**config.mk**
```make
export PLATFORM = sky130hd
export DESIGN_NAME = wb_dma_copy
export DESIGN_NICKNAME = d
export VERILOG_FILES = /design/src/rtl/wb_dma_pkg.sv /design/src/rtl/wb_dma_copy.sv
export SDC_FILE = /design/constraint.sdc
export NUM_CORES = 1
export LEC_CHECK = 0
export BUFFER_PORTS_ARGS = -buffer_cell sky130_fd_sc_hd__buf_2
export CAP_MARGIN = 20
export CORE_MARGIN = 2
export CORE_UTILIZATION = 30
export CTS_CLUSTER_DIAMETER = 80
export DETAILED_ROUTE_END_ITERATION = 12
export RECOVER_POWER = 100
export SYNTH_ARGS = -nofsm -noshare
export SYNTH_HDL_FRONTEND = slang
export SYNTH_SLANG_ARGS = --single-unit
```
**constraint.sdc**
```tcl
create_clock -name clk_i -period 2.7 [get_ports clk_i]
set_clock_uncertainty 0.1 [all_clocks]
set_input_delay 0.54 -clock clk_i [delete_from_list [all_inputs] [get_ports clk_i]]
set_output_delay 0.54 -clock clk_i [all_outputs]
set_load 0.03 [all_outputs]
```
**src/rtl/wb_dma_pkg.sv**
```systemverilog
// Shared types and constants for the Wishbone block copy / fill engine.
package wb_dma_pkg;

  typedef enum logic [2:0] {
    ST_IDLE  = 3'd0,
    ST_READ  = 3'd1,
    ST_WRITE = 3'd2,
    ST_GAP   = 3'd3,
    ST_DONE  = 3'd4
  } dma_state_e;

  typedef enum logic {
    COPY = 1'b0,
    FILL = 1'b1
  } dma_mode_e;

  localparam logic [3:0] SEL_ALL = 4'hF;

endpackage

```
**src/rtl/wb_dma_copy.sv**
```systemverilog
// Wishbone classic initiator: copies a block of words (read then write per
// word) or fills a block with a constant. Ack-driven, with an optional
// per-access timeout that aborts the transfer and raises a sticky error.
module wb_dma_copy
  import wb_dma_pkg::*;
#(
  parameter int AW      = 10,
  parameter int LW      = AW + 1,
  parameter int TIMEOUT = 255
) (
  input  logic          clk_i,
  input  logic          rst_in,
  input  logic          start_i,
  input  logic          mode_i,
  input  logic [AW-1:0] src_adr_i,
  input  logic [AW-1:0] dst_adr_i,
  input  logic [LW-1:0] len_i,
  input  logic [31:0]   fill_dat_i,
  output logic          busy_o,
  output logic          done_o,
  output logic          err_o,
  output logic          wb_cyc_o,
  output logic          wb_stb_o,
  output logic          wb_we_o,
  output logic [3:0]    wb_sel_o,
  output logic [AW-1:0] wb_adr_o,
  output logic [31:0]   wb_dat_o,
  input  logic          wb_ack_i,
  input  logic [31:0]   wb_dat_i
);

  // Timeout counter only needs to reach TIMEOUT-1; keep at least one bit.
  localparam int TW = (TIMEOUT < 2) ? 1 : $clog2(TIMEOUT + 1);
  localparam logic [TW-1:0] TO_LAST = TW'((TIMEOUT > 0) ? (TIMEOUT - 1) : 0);
  localparam logic [TW-1:0] TO_ONE  = TW'(1);
  localparam logic [AW-1:0] ADR_ONE = AW'(1);
  localparam logic [LW-1:0] LEN_ONE = LW'(1);

  dma_state_e    state_r;
  dma_mode_e     mode_r;
  logic [AW-1:0] src_ptr_r;
  logic [AW-1:0] dst_ptr_r;
  logic [LW-1:0] cnt_r;
  logic [31:0]   fill_r;
  logic [31:0]   data_buf_r;
  logic [TW-1:0] to_cnt_r;
  logic          wr_next_r;   // copy only: the access after GAP is the write
  logic          timeout_hit_s;

  // The access in flight has waited its last allowed cycle without an ack.
  assign timeout_hit_s = (TIMEOUT != 0) && (to_cnt_r == TO_LAST);

  // Transfer FSM; every bus and status output is registered here.
  always_ff @(posedge clk_i) begin
    if (!rst_in) begin
      state_r    <= ST_IDLE;
      mode_r     <= COPY;
      src_ptr_r  <= '0;
      dst_ptr_r  <= '0;
      cnt_r      <= '0;
      fill_r     <= 32'h0000_0000;
      data_buf_r <= 32'h0000_0000;
      to_cnt_r   <= '0;
      wr_next_r  <= 1'b0;
      busy_o     <= 1'b0;
      done_o     <= 1'b0;
      err_o      <= 1'b0;
      wb_cyc_o   <= 1'b0;
      wb_stb_o   <= 1'b0;
      wb_we_o    <= 1'b0;
      wb_sel_o   <= 4'h0;
      wb_adr_o   <= '0;
      wb_dat_o   <= 32'h0000_0000;
    end else begin
      done_o <= 1'b0;
      case (state_r)
        ST_IDLE: begin
          if (start_i) begin
            if (len_i == '0) begin
              // Empty transfer: report completion without touching the bus.
              state_r <= ST_DONE;
              done_o  <= 1'b1;
            end else begin
              mode_r    <= dma_mode_e'(mode_i);
              src_ptr_r <= src_adr_i;
              dst_ptr_r <= dst_adr_i;
              cnt_r     <= len_i;
              fill_r    <= fill_dat_i;
              to_cnt_r  <= '0;
              wr_next_r <= 1'b0;
              err_o     <= 1'b0;
              busy_o    <= 1'b1;
              wb_cyc_o  <= 1'b1;
              wb_stb_o  <= 1'b1;
              wb_sel_o  <= SEL_ALL;
              if (mode_i == FILL) begin
                state_r  <= ST_WRITE;
                wb_we_o  <= 1'b1;
                wb_adr_o <= dst_adr_i;
                wb_dat_o <= fill_dat_i;
              end else begin
                state_r  <= ST_READ;
                wb_we_o  <= 1'b0;
                wb_adr_o <= src_adr_i;
              end
            end
          end else begin
            state_r <= ST_IDLE;
          end
        end

        ST_READ: begin
          if (wb_ack_i) begin
            data_buf_r <= wb_dat_i;
            src_ptr_r  <= src_ptr_r + ADR_ONE;
            wr_next_r  <= 1'b1;
            wb_stb_o   <= 1'b0;
            wb_sel_o   <= 4'h0;
            state_r    <= ST_GAP;
          end else if (timeout_hit_s) begin
            err_o    <= 1'b1;
            done_o   <= 1'b1;
            busy_o   <= 1'b0;
            wb_cyc_o <= 1'b0;
            wb_stb_o <= 1'b0;
            wb_we_o  <= 1'b0;
            wb_sel_o <= 4'h0;
            state_r  <= ST_DONE;
          end else begin
            to_cnt_r <= to_cnt_r + TO_ONE;
          end
        end

        ST_WRITE: begin
          if (wb_ack_i) begin
            dst_ptr_r <= dst_ptr_r + ADR_ONE;
            cnt_r     <= cnt_r - LEN_ONE;
            wr_next_r <= 1'b0;
            wb_stb_o  <= 1'b0;
            wb_sel_o  <= 4'h0;
            if (cnt_r == LEN_ONE) begin
              done_o   <= 1'b1;
              busy_o   <= 1'b0;
              wb_cyc_o <= 1'b0;
              wb_we_o  <= 1'b0;
              state_r  <= ST_DONE;
            end else begin
              state_r <= ST_GAP;
            end
          end else if (timeout_hit_s) begin
            err_o    <= 1'b1;
            done_o   <= 1'b1;
            busy_o   <= 1'b0;
            wb_cyc_o <= 1'b0;
            wb_stb_o <= 1'b0;
            wb_we_o  <= 1'b0;
            wb_sel_o <= 4'h0;
            state_r  <= ST_DONE;
          end else begin
            to_cnt_r <= to_cnt_r + TO_ONE;
          end
        end

        ST_GAP: begin
          // Strobe was low for one cycle so a registered-ack responder
          // cannot re-ack; now launch the next access.
          to_cnt_r <= '0;
          wb_stb_o <= 1'b1;
          wb_sel_o <= SEL_ALL;
          if (mode_r == FILL) begin
            state_r  <= ST_WRITE;
            wb_we_o  <= 1'b1;
            wb_adr_o <= dst_ptr_r;
            wb_dat_o <= fill_r;
          end else if (wr_next_r) begin
            state_r  <= ST_WRITE;
            wb_we_o  <= 1'b1;
            wb_adr_o <= dst_ptr_r;
            wb_dat_o <= data_buf_r;
          end else begin
            state_r  <= ST_READ;
            wb_we_o  <= 1'b0;
            wb_adr_o <= src_ptr_r;
          end
        end

        ST_DONE: begin
          state_r <= ST_IDLE;
        end

        default: begin
          state_r  <= ST_IDLE;
          busy_o   <= 1'b0;
          wb_cyc_o <= 1'b0;
          wb_stb_o <= 1'b0;
          wb_we_o  <= 1'b0;
          wb_sel_o <= 4'h0;
        end
      endcase
    end
  end

endmodule

```
==> Yosys cells after proc, flatten, opt, wreduce, memory -nomap -nowiden <==
Cells that the tools add are included.
{ "totals": {"regBits": 160, "inputBits": 100, "output_inout_bits": 52, "elab_cells": 147} }
{ "op_classes": {"add_sub_neg": 4, "eq_ne": 18, "n_mux": 82, "bitwise": 3, "reduce_logical": 22} }
{ "ops": {"columns": ["cell", "n"], "rows": [
  ["two-way mux 32 bit", 5],
  ["two-way mux 10 bit", 11],
  ["one-hot mux 32 bit (2 select lines)", 1],
  ["one-hot mux 10 bit (2 select lines)", 3],
  ["two-way mux 11 bit", 3],
  ["two-way mux 8 bit", 4],
  ["two-way mux 1 bit", 31],
  ["AND reduction 5 bit", 6],
  ["one-hot mux 8 bit (3 select lines)", 1],
  ["one-hot mux 11 bit (2 select lines)", 1],
  ["adder 10 x 1 -> 10 bit (second input constant)", 2],
  ["two-way mux 3 bit", 6],
  ["two-way mux 4 bit", 4],
  ["inequality test 2 bit (second input constant)", 8],
  ["one-hot mux 4 bit (4 select lines)", 1],
  ["one-hot mux 1 bit (4 select lines)", 3],
  ["one-hot mux 3 bit (4 select lines)", 1],
  ["AND reduction 4 bit", 3],
  ["== test 11 x 1 -> 1 bit (second input constant)", 1],
  ["zero test 11 bit", 1],
  ["subtractor 11 x 1 -> 11 bit (second input constant)", 1],
  ["adder 8 x 1 -> 8 bit (second input constant)", 1],
  ["== test 8 bit (second input constant)", 1],
  ["nonzero test 2 bit", 4],
  ["other kinds (16)", 26]
]} }

==> Depth between registers and ports, before layout <==
Gate-level depths: netlist (run 1).
{ "depth": {"word_depth": 4, "ltp_mapped": 8, "depth_no_buf": 6} }

==> Least setup slack after synthesis (run 1) <==
Ideal clock, no wire load.
{ "synth_timing": {"path_kind": "input -> register", "from": "input len_i[0]", "to": "register dst_ptr_r[5]", "setup_ns": 0.119, "arrival_ns": 2.152, "required_ns": 2.481, "slack_ns": 0.329, "stages": 6, "path_buffers": 2, "cell_sequence": "or4_1 -> buf_2 -> nor4_4 -> buf_2 -> nor3_1 -> o221a_2"} }
{ "synth_via": {"elab_chain_len": 3} }
{ "synth_lines": {"columns": ["item", "line", "rtl"], "rows": [
  ["from (decl)", "wb_dma_copy.sv:17", "input logic [LW-1:0] len_i,"],
  ["zero test 11 bit", "wb_dma_copy.sv:79", "if (len_i == '0) begin"],
  ["inequality test 2 bit (no line)", null, null],
  ["AND reduction 4 bit (no line)", null, null],
  ["to (signal assigned)", "wb_dma_copy.sv:86", "dst_ptr_r <= dst_adr_i;"],
  ["to (signal assigned)", "wb_dma_copy.sv:136", "dst_ptr_r <= dst_ptr_r + ADR_ONE;"],
  ["to (decl)", "wb_dma_copy.sv:42", "logic [AW-1:0] dst_ptr_r;"]
]} }
Every way passes these cells.
A chain may end at the register's enable or synchronous reset.

==> Worst setup path after layout (run 1) <==
{ "layout_timing": {"from": "input len_i[0]", "to": "register dst_ptr_r[1]"} }
The elaborated chain is that of the path after synthesis.

==> results.txt, run 1 <==
----------------------------------------------------
[Status]
  Result of the run ... finished clean

[Synthesis]
  Synthesized area ... 7970 um2
  Top-area cell type share of the netlist area ... 0.392
  Flip-flop and latch count after synthesis ... about 160
  Leading cell types by total area after synthesis ... dfxtp_1 39%, nand2_1 11%, mux2i_1 8.4%
  Post-synth top flop ... dfxtp_1
  Cells after Synth ... 980
  Mapped Nets ... 1086
  Share of synthesized area occupied by flip-flops and latches ... 0.392
  Count of yosys warnings during synthesis ... 0
  Async set-or-reset flop fraction in the synthesized netlist ... 0
  Mean post-synth cell area ... 8.13 um2
  Library cells used by synthesis ... between 60 and 70
  Number of enable flip-flop cells after synthesis ... 0
  Cell taking the most area after synthesis ... dfxtp_1

[Placed design]
  Placed Cells ... 1410
  DPL Wire Length ... 16300 um
  Post-Place Worst Slack ... 0.0840 ns
  Routability Congestion ... 0.830
  Total of buffers placed on input and output ports ... between 150 and 200

[Critical path]
  Crit path max fanout ... 11
  R2r worst-path depth ... 5
  Data arrival time of the critical path ... 2.63 ns
  Crit end category ... flip-flop
  Minimum setup slack among reg-to-reg paths ... between 0.3 and 0.4 ns
  Req. time, crit path ... 2.93 ns
  Crit start category ... input pin
  Reg-to-reg startpoint ... state_r[0]
  Crit Path Class ... in -> reg
  R2R Path End ... cnt_r[10]

[Route]
  Routed length per instance ... 16.4 um
  Routed met1 length ... 10900 um
  Via-per-instance ratio ... 5.23
  Iteration-0 DRC Markers ... 434
  Remaining antenna violation count ... 0
  DR vias ... 7551
  DRC ... 0
  Wire length on met2 ... 11100 um
  Total detailed-routing wirelength ... 23700 um
  Routed length on met3 ... 1410 um
  Highest signal layer in the routed design ... met5
  Length of the first detailed-routing pass in iterations ... 5

[Pwr]
  Net switching power ... 2.49 mW
  Leakage power ... 3.60 nW
  Part of the power in the clock network ... 0.340
  Combinational fraction of design power ... 0.267
  Sequential cell fraction of total power ... 0.394
  Power Density ... 742 nW/um2
  Power Internal ... 4.62 mW
  Switching Share ... 0.351
  Final total power ... 7.12 mW
  Largest vdd supply drop ... between 300 and 400 uV

[Floorplan]
  Die footprint ... 27900 um2
  Std-Cell Core Area ... 26100 um2
  Horizontal extent of the die ... between 150 and 200 um
  Starting utilization of the core area ... 0.306
  Row count ... 59
  Count of pins on the block boundary ... 152
  Vertical die dimension ... 167 um

[CTS]
  Number of buffers inserted during clock tree synthesis ... 17
  Post-CTS setup repair buffer count ... 0
  CTS H-tree lvls ... 4
  Clock-pin transition on the worst setup and hold timing paths ... 0.07 ns
  Sinks on the clock net ... ~160
  Clock latency on the worst-skew pair ... 0.42 ns
  Total of hold buffers inserted after clock tree synthesis ... 0
  Clock root buffer ... clkbuf_16
  Number of gates resized after cts ... 0
  Bufs on Longest Clock Path ... 2
  TritonCTS clock tree ... yes

[Timing]
  Number of failing hold endpoints at the final stage ... 0
  Transition time at the pin with the least slew margin ... 0.751 ns
  RSZ-0062 raised after global routing ... false
  Final worst slack ... 0.299 ns
  Final clock period utilization by the worst path ... 0.889
  Final setup viols ... 0
  Final max-slew violation count ... 0
  Fin crit period ... between 2 and 2.5 ns
  Relative slew margins ... 0.499
  Maximum clock frequency ... 0.417 GHz
  Post-route setup TNS ... 0 ns

[Layout]
  Most common library cell in the layout ignoring fill and taps ... nand2_1
  Share of cells above drive strength 1 ... 0.188
  Leading cell types in the layout, fill and taps excluded ... 242 x nand2_1, 155 x dfxtp_1, 97 x buf_2
  Layout Cells excl Fill ... about 1400
  Synth-to-layout area growth ... 20.3%
  Post-Route Utilization ... 0.368
  Layout Nets ... 1200
  Number of fill cells ... 2745

[Worst hold path]
  Number of cells traversed by the worst hold path ... 3
  Worst min-delay path startpoint ... wb_dat_i[16]
  Worst min-delay path class ... in -> reg
  End point of the most critical hold path ... data_buf_r[16]

[Global route]
  Maximum number of pins on one net before global-route repair ... 83
  Total grt overflow ... 0
  First-pass GRT wire length ... a little under 40000 um
  All-layer global routing usage ... 0.171
  Antenna violations before repair ... 2
  Vias in the first global route ... 7270

[Run]
  Max_cap viols ... 0

----------------------------------------------------
## metrics by stage
| step | hold WS (ns) | area [um2] |
|---|---|---|
| 2_1_floorplan | 0.336 | 7970 |
| 3_3_place_gp | 0.342 | 9110 |
| 3_5_place_dp | 0.346 | 9110 |
| 4_1_cts | 0.235 | 9700 |
| 5_1_grt | 0.242 | 9580 |
| 6_report | 0.252 | 9590 |
## critical path, cell delays in order
cell and delay (ns):
clkbuf_1 0.10, or4_1 0.63, buf_4 0.20, nor4_4 0.32, clkbuf_1 0.44, a2111oi_0 0.14
a211oi_1 0.26
## per-layer routing
layer  global-route usage  vias to the layer above
met5                    0                        -
met4               0.0416                        2
met3               0.0359                       18
met2                0.279                      233
met1                0.230                     3531
li1                     -                     3767
## layout make-up
| cell class | count | area [um2] | area share |
|---|---|---|---|
| Antenna cell | 1 | 2.50 | 0.000261 |
| Clock buffer | 18 | 439 | 0.0458 |
| Clock inverter | 14 | 151 | 0.0158 |
| Inverter | 12 | 46.3 | 0.00483 |
| Multi-Input combinational cell | 719 | 4370 | 0.455 |
| Sequential cell | 156 | 3120 | 0.326 |
| Tap cell | 335 | 419 | 0.0437 |
| Timing Repair Buffer | 188 | 1040 | 0.108 |
## synthesized netlist by cell type, types with 2 or more instances
cell and n:
or3_1 3, nor4_1 4, a21oi_1 94, o221ai_1 4, buf_2 11, a211o_1 8, o2111ai_1 2, nor3_1 24
a22oi_1 4, o21ai_0 21, nor2_1 28, o31ai_1 15, and2_1 7, clkbuf_1 66, a311oi_1 7, nand2_1 242
inv_1 11, a211oi_1 7, o311a_1 2, mux2i_1 67, ha_1 6, o32ai_1 5, o211ai_1 32, buf_4 8
or3b_2 2, nor3b_1 7, a31oi_1 19, and4_1 3, dfxtp_1 156, or2_2 5, a41oi_1 4, mux2_2 18
nand3_1 8, o311ai_0 7, or4_1 6, nand4_1 6, nand2b_1 3, nand3b_1 4, buf_1 4, o221a_2 11
o31a_1 2, buf_6 4, and3_1 10
## kinds of logic (layout without fill, tap and decap cells)
kind of cell	count (synthesis)	in the layout	share of synthesized area
XOR/XNOR	1	1	0.00110
flip-flops	156	156	0.392
AND/OR/NAND/NOR	371	371	0.210
buffers and inverters	105	232	0.0587
AO/OA/AOI/OAI	256	256	0.219
adder cells (fa/ha/maj)	6	6	0.00942
other	0	1	0
multiplexers	85	85	0.110
## how the worst max path moves through the flow
stage                    start            to  slack (ns)  cells after the start
finish                len_i[0]  dst_ptr_r[1]        0.30                      7
global route          len_i[0]  dst_ptr_r[1]        0.13                      7
CTS                 state_r[1]       wb_we_o        0.42                      4
detailed placement    len_i[3]  wb_dat_o[17]        0.08                      6
global placement      len_i[3]  wb_dat_o[20]        0.13                      6
floorplan             len_i[0]  dst_ptr_r[5]        0.33                      6
## power groups by stage
stage               registers, mW  logic, mW  clock network (mW)
floorplan                    2.92       1.26                   0
global placement             2.84       1.93                   0
detailed placement           2.85       1.95                   0
CTS                          2.80       1.96                2.48
global route                 2.84       2.10                2.59
finish                       2.80       1.90                2.42
## flip-flops by register name, summed over array words and instances (netlist names), 3 cells and up
signal      flops
wb_dat_o       32
data_buf_r     32
src_ptr_r      10
state_r         3
to_cnt_r        8
cnt_r          11
dst_ptr_r      10
fill_r         32
wb_adr_o       10
Power figures use the tool's default switching activity.
==> run 2: changes to the inputs <==
--- a/config.mk
+++ b/config.mk
@@ -7,6 +7,7 @@
 export LEC_CHECK = 0
 export BUFFER_PORTS_ARGS = -buffer_cell sky130_fd_sc_hd__buf_2
 export CAP_MARGIN = 20
+export CORE_ASPECT_RATIO = 0.8
 export CORE_MARGIN = 2
 export CORE_UTILIZATION = 30
 export CTS_CLUSTER_DIAMETER = 80
==> constraint.sdc (replaced) <==
create_clock -name clk_i -period 3 [get_ports clk_i]
set_clock_uncertainty 0.1 [all_clocks]
set_input_delay 0.6 -clock clk_i [delete_from_list [all_inputs] [get_ports clk_i]]
set_output_delay 0.6 -clock clk_i [all_outputs]
set_load 0.03 [all_outputs]
==> run 2 against run 1 <==
Compared with the run above: final cell count up 0.90%; die area about the same; sequential cell count unchanged; routed wire length up 1.6%; via count up 0.15%; highest routed layer is now met4; sequential share of layout area about the same; clock-buffer cell count down 1; global-route usage up 0.29 points; sequential power down 10%; worst setup slack better by 0.23 ns; clock power down 2%.
==> results.txt, run 2 (synthesis results as in run 1) <==
----------------------------------------------------
[Global route]
  Total grt overflow ... 0 (unchanged)
  Antenna violations before repair ... 0 (-2)
  Maximum number of pins on one net before global-route repair ... 109 (+31%)
  First-pass GRT wire length ... 38000 um (-2.5%)
  Vias in the first global route ... 7023 (-3.4%)
  All-layer global routing usage ... 0.174 (+0.00285)

[CTS]
  Clock-pin transition on the worst setup and hold timing paths ... 0.07 ns (about the same)
  Number of gates resized after cts ... 0 (unchanged)
  Clock latency on the worst-skew pair ... 0.42 ns (about the same)
  Sinks on the clock net ... 156 (unchanged)
  TritonCTS clock tree ... yes
  Number of buffers inserted during clock tree synthesis ... 17 (unchanged)
  Post-CTS setup repair buffer count ... 0 (unchanged)
  Clock root buffer ... clkbuf_16
  Total of hold buffers inserted after clock tree synthesis ... 0 (unchanged)
  Bufs on Longest Clock Path ... 2 (unchanged)
  CTS H-tree lvls ... 4 (unchanged)

[Critical path]
  Cells along the critical path ... clkbuf_1 > or4_1 > o31a_2 > a21oi_1 > buf_12 > mux2i_1
  Req. time, crit path ... 3.24 ns (+0.31 ns)
  Largest stage delay on the critical path ... 0.71 ns (+0.08 ns)
  CP startpoint ... len_i[0]
  Crit start category ... input pin
  R2r worst-path depth ... 7 (+2)
  R2R Path End ... wb_dat_o[10]
  Crit end category ... flip-flop
  Family with the most delay on the worst path ... simple AND/OR/NAND/NOR gates
  Crit Path Class ... in -> reg
  Reg-to-reg startpoint ... state_r[1]
  Crit path max fanout ... 33 (+22)
  Worst Setup EP ... wb_dat_o[10]
  WP buf/inv ... 2 (-1)
  CP Depth ... 6 (-1)
  Minimum setup slack among reg-to-reg paths ... 0.61 ns (+0.28 ns)
  Slowest-stage cell, CP ... or4_1
  Data arrival time of the critical path ... 2.71 ns (+0.08 ns)

[Floorplan]
  Horizontal extent of the die ... 186 um (+12%)
  Std-Cell Core Area ... 26200 um2 (+0.52%)
  Vertical die dimension ... 150 um (-10%)
  Die footprint ... 27900 um2 (about the same)
  Starting utilization of the core area ... 0.304 (-0.00158)
  Count of pins on the block boundary ... 152 (unchanged)
  Row count ... 53 (-10%)

[Pwr]
  Power Density ... 688 nW/um2 (-7.3%)
  Sequential cell fraction of total power ... 0.382 (-0.012)
  Leakage power ... 3.58 nW (-0.56%)
  Switching Share ... 0.340 (-0.0107)
  Net switching power ... 2.24 mW (-10%)
  Combinational fraction of design power ... 0.258 (-0.009)
  Power Internal ... 4.36 mW (-5.7%)
  Largest vdd supply drop ... 397 uV (+14%)
  Part of the power in the clock network ... 0.360 (+0.020)

[Layout]
  Diodes inserted ... 0 (-1)
  Top flop regs ... data_buf_r x32, fill_r x32, wb_dat_o x32
  Most common library cell in the layout ignoring fill and taps ... nand2_1
  Share of cells above drive strength 1 ... 0.183 (-0.00500)
  Layout Nets ... 1192 (-0.67%)
  Leading cell types in the layout, fill and taps excluded ... 242 x nand2_1, 155 x dfxtp_1, 97 x buf_2
  Synth-to-layout area growth ... 20.4% (about the same)

[Timing]
  Relative slew margins ... 0.444 (-0.0548)
  Final clock period utilization by the worst path ... 0.823
  Hold slack final ... 0.312 ns (+0.0603 ns)
  Transition time at the pin with the least slew margin ... 0.834 ns (+0.0823 ns)
  Final max-slew violation count ... 0 (unchanged)
  Post-route setup TNS ... 0 ns (unchanged)
  Number of failing hold endpoints at the final stage ... 0 (unchanged)
  Maximum clock frequency ... 0.405 GHz
  RSZ-0062 raised after global routing ... false
  Fin crit period ... between 2 and 2.5 ns
  Final setup viols ... 0 (unchanged)

[Route]
  Iteration-0 DRC Markers ... 379 (-13%)
  Remaining antenna violation count ... 0 (unchanged)
  Via-per-instance ratio ... 5.19 (-0.75%)
  DR vias ... 7562 (+0.15%)
  DRC ... 0 (unchanged)
  Total detailed-routing wirelength ... 24000 um (+1.6%)
  Routed length per instance ... 16.5 um (+0.67%)
  Length of the first detailed-routing pass in iterations ... 5 (unchanged)

[Worst hold path]
  Worst min-delay path startpoint ... wb_dat_i[3]
  Number of cells traversed by the worst hold path ... 3 (unchanged)
  Worst min-delay path class ... in -> reg

[Placed design]
  Routability Congestion ... 0.839 (+1.1%)
  Total of buffers placed on input and output ports ... 151 (unchanged)
  DPL Wire Length ... 16200 um (-0.61%)

[Run]
  Max_cap viols ... 0 (unchanged)

[Status]
  Result of the run ... finished clean

----------------------------------------------------
## run 2: per-layer routing
layer,share of wire,up-vias,global-route usage
met4,0.016,0,0.0555
met5,0,-,0
met3,0.051,30,0.0275
met1,0.50,3592,0.252
met2,0.43,198,0.262
li1,-,3742,-
## run 2: worst min-delay path by stage
stage / slack [ns] / endpoint
floorplan: 0.34 / data_buf_r[0]
global placement: 0.34 / data_buf_r[28]
detailed placement: 0.35 / data_buf_r[22]
CTS: 0.30 / data_buf_r[8]
global route: 0.31 / data_buf_r[16]
finish: 0.31 / data_buf_r[3]
## run 2: worst min-delay path, cell delays in order
cell,delay (ns)
buf_2,0.10
nand2_1,0.04
a21oi_1,0.05
## run 2: through the flow
step	cell area, um2	utilization	power (mW)	cells	setup slack (ns)
detailed placement	9060	0.346	4.31	1424	0.172
floorplan	7970	-	3.76	980	0.569
CTS	9700	0.370	6.68	1456	0.621
global route	9600	0.366	6.93	1456	0.324
global placement	9060	0.346	4.28	1424	0.245
finish	9600	0.366	6.60	1456	0.530
## run 2: layout make-up
| class | instances | area, um2 |
|---|---|---|
| Tap cell | 357 | 447 |
| Inverter | 12 | 46.3 |
| Timing Repair Buffer | 180 | 968 |
| Clock inverter | 15 | 210 |
| Multi-Input combinational cell | 719 | 4370 |
| Fill cell | 2785 | 16600 |
| Sequential cell | 156 | 3120 |
| Clock buffer | 17 | 425 |
## run 2: power groups by stage
stage	Clock (mW)	Sequential [mW]	Combinational, mW
2_1_floorplan	0	2.63	1.13
3_3_place_gp	0	2.56	1.73
3_5_place_dp	0	2.56	1.75
4_1_cts	2.41	2.52	1.75
5_1_grt	2.50	2.56	1.88
6_report	2.37	2.52	1.70
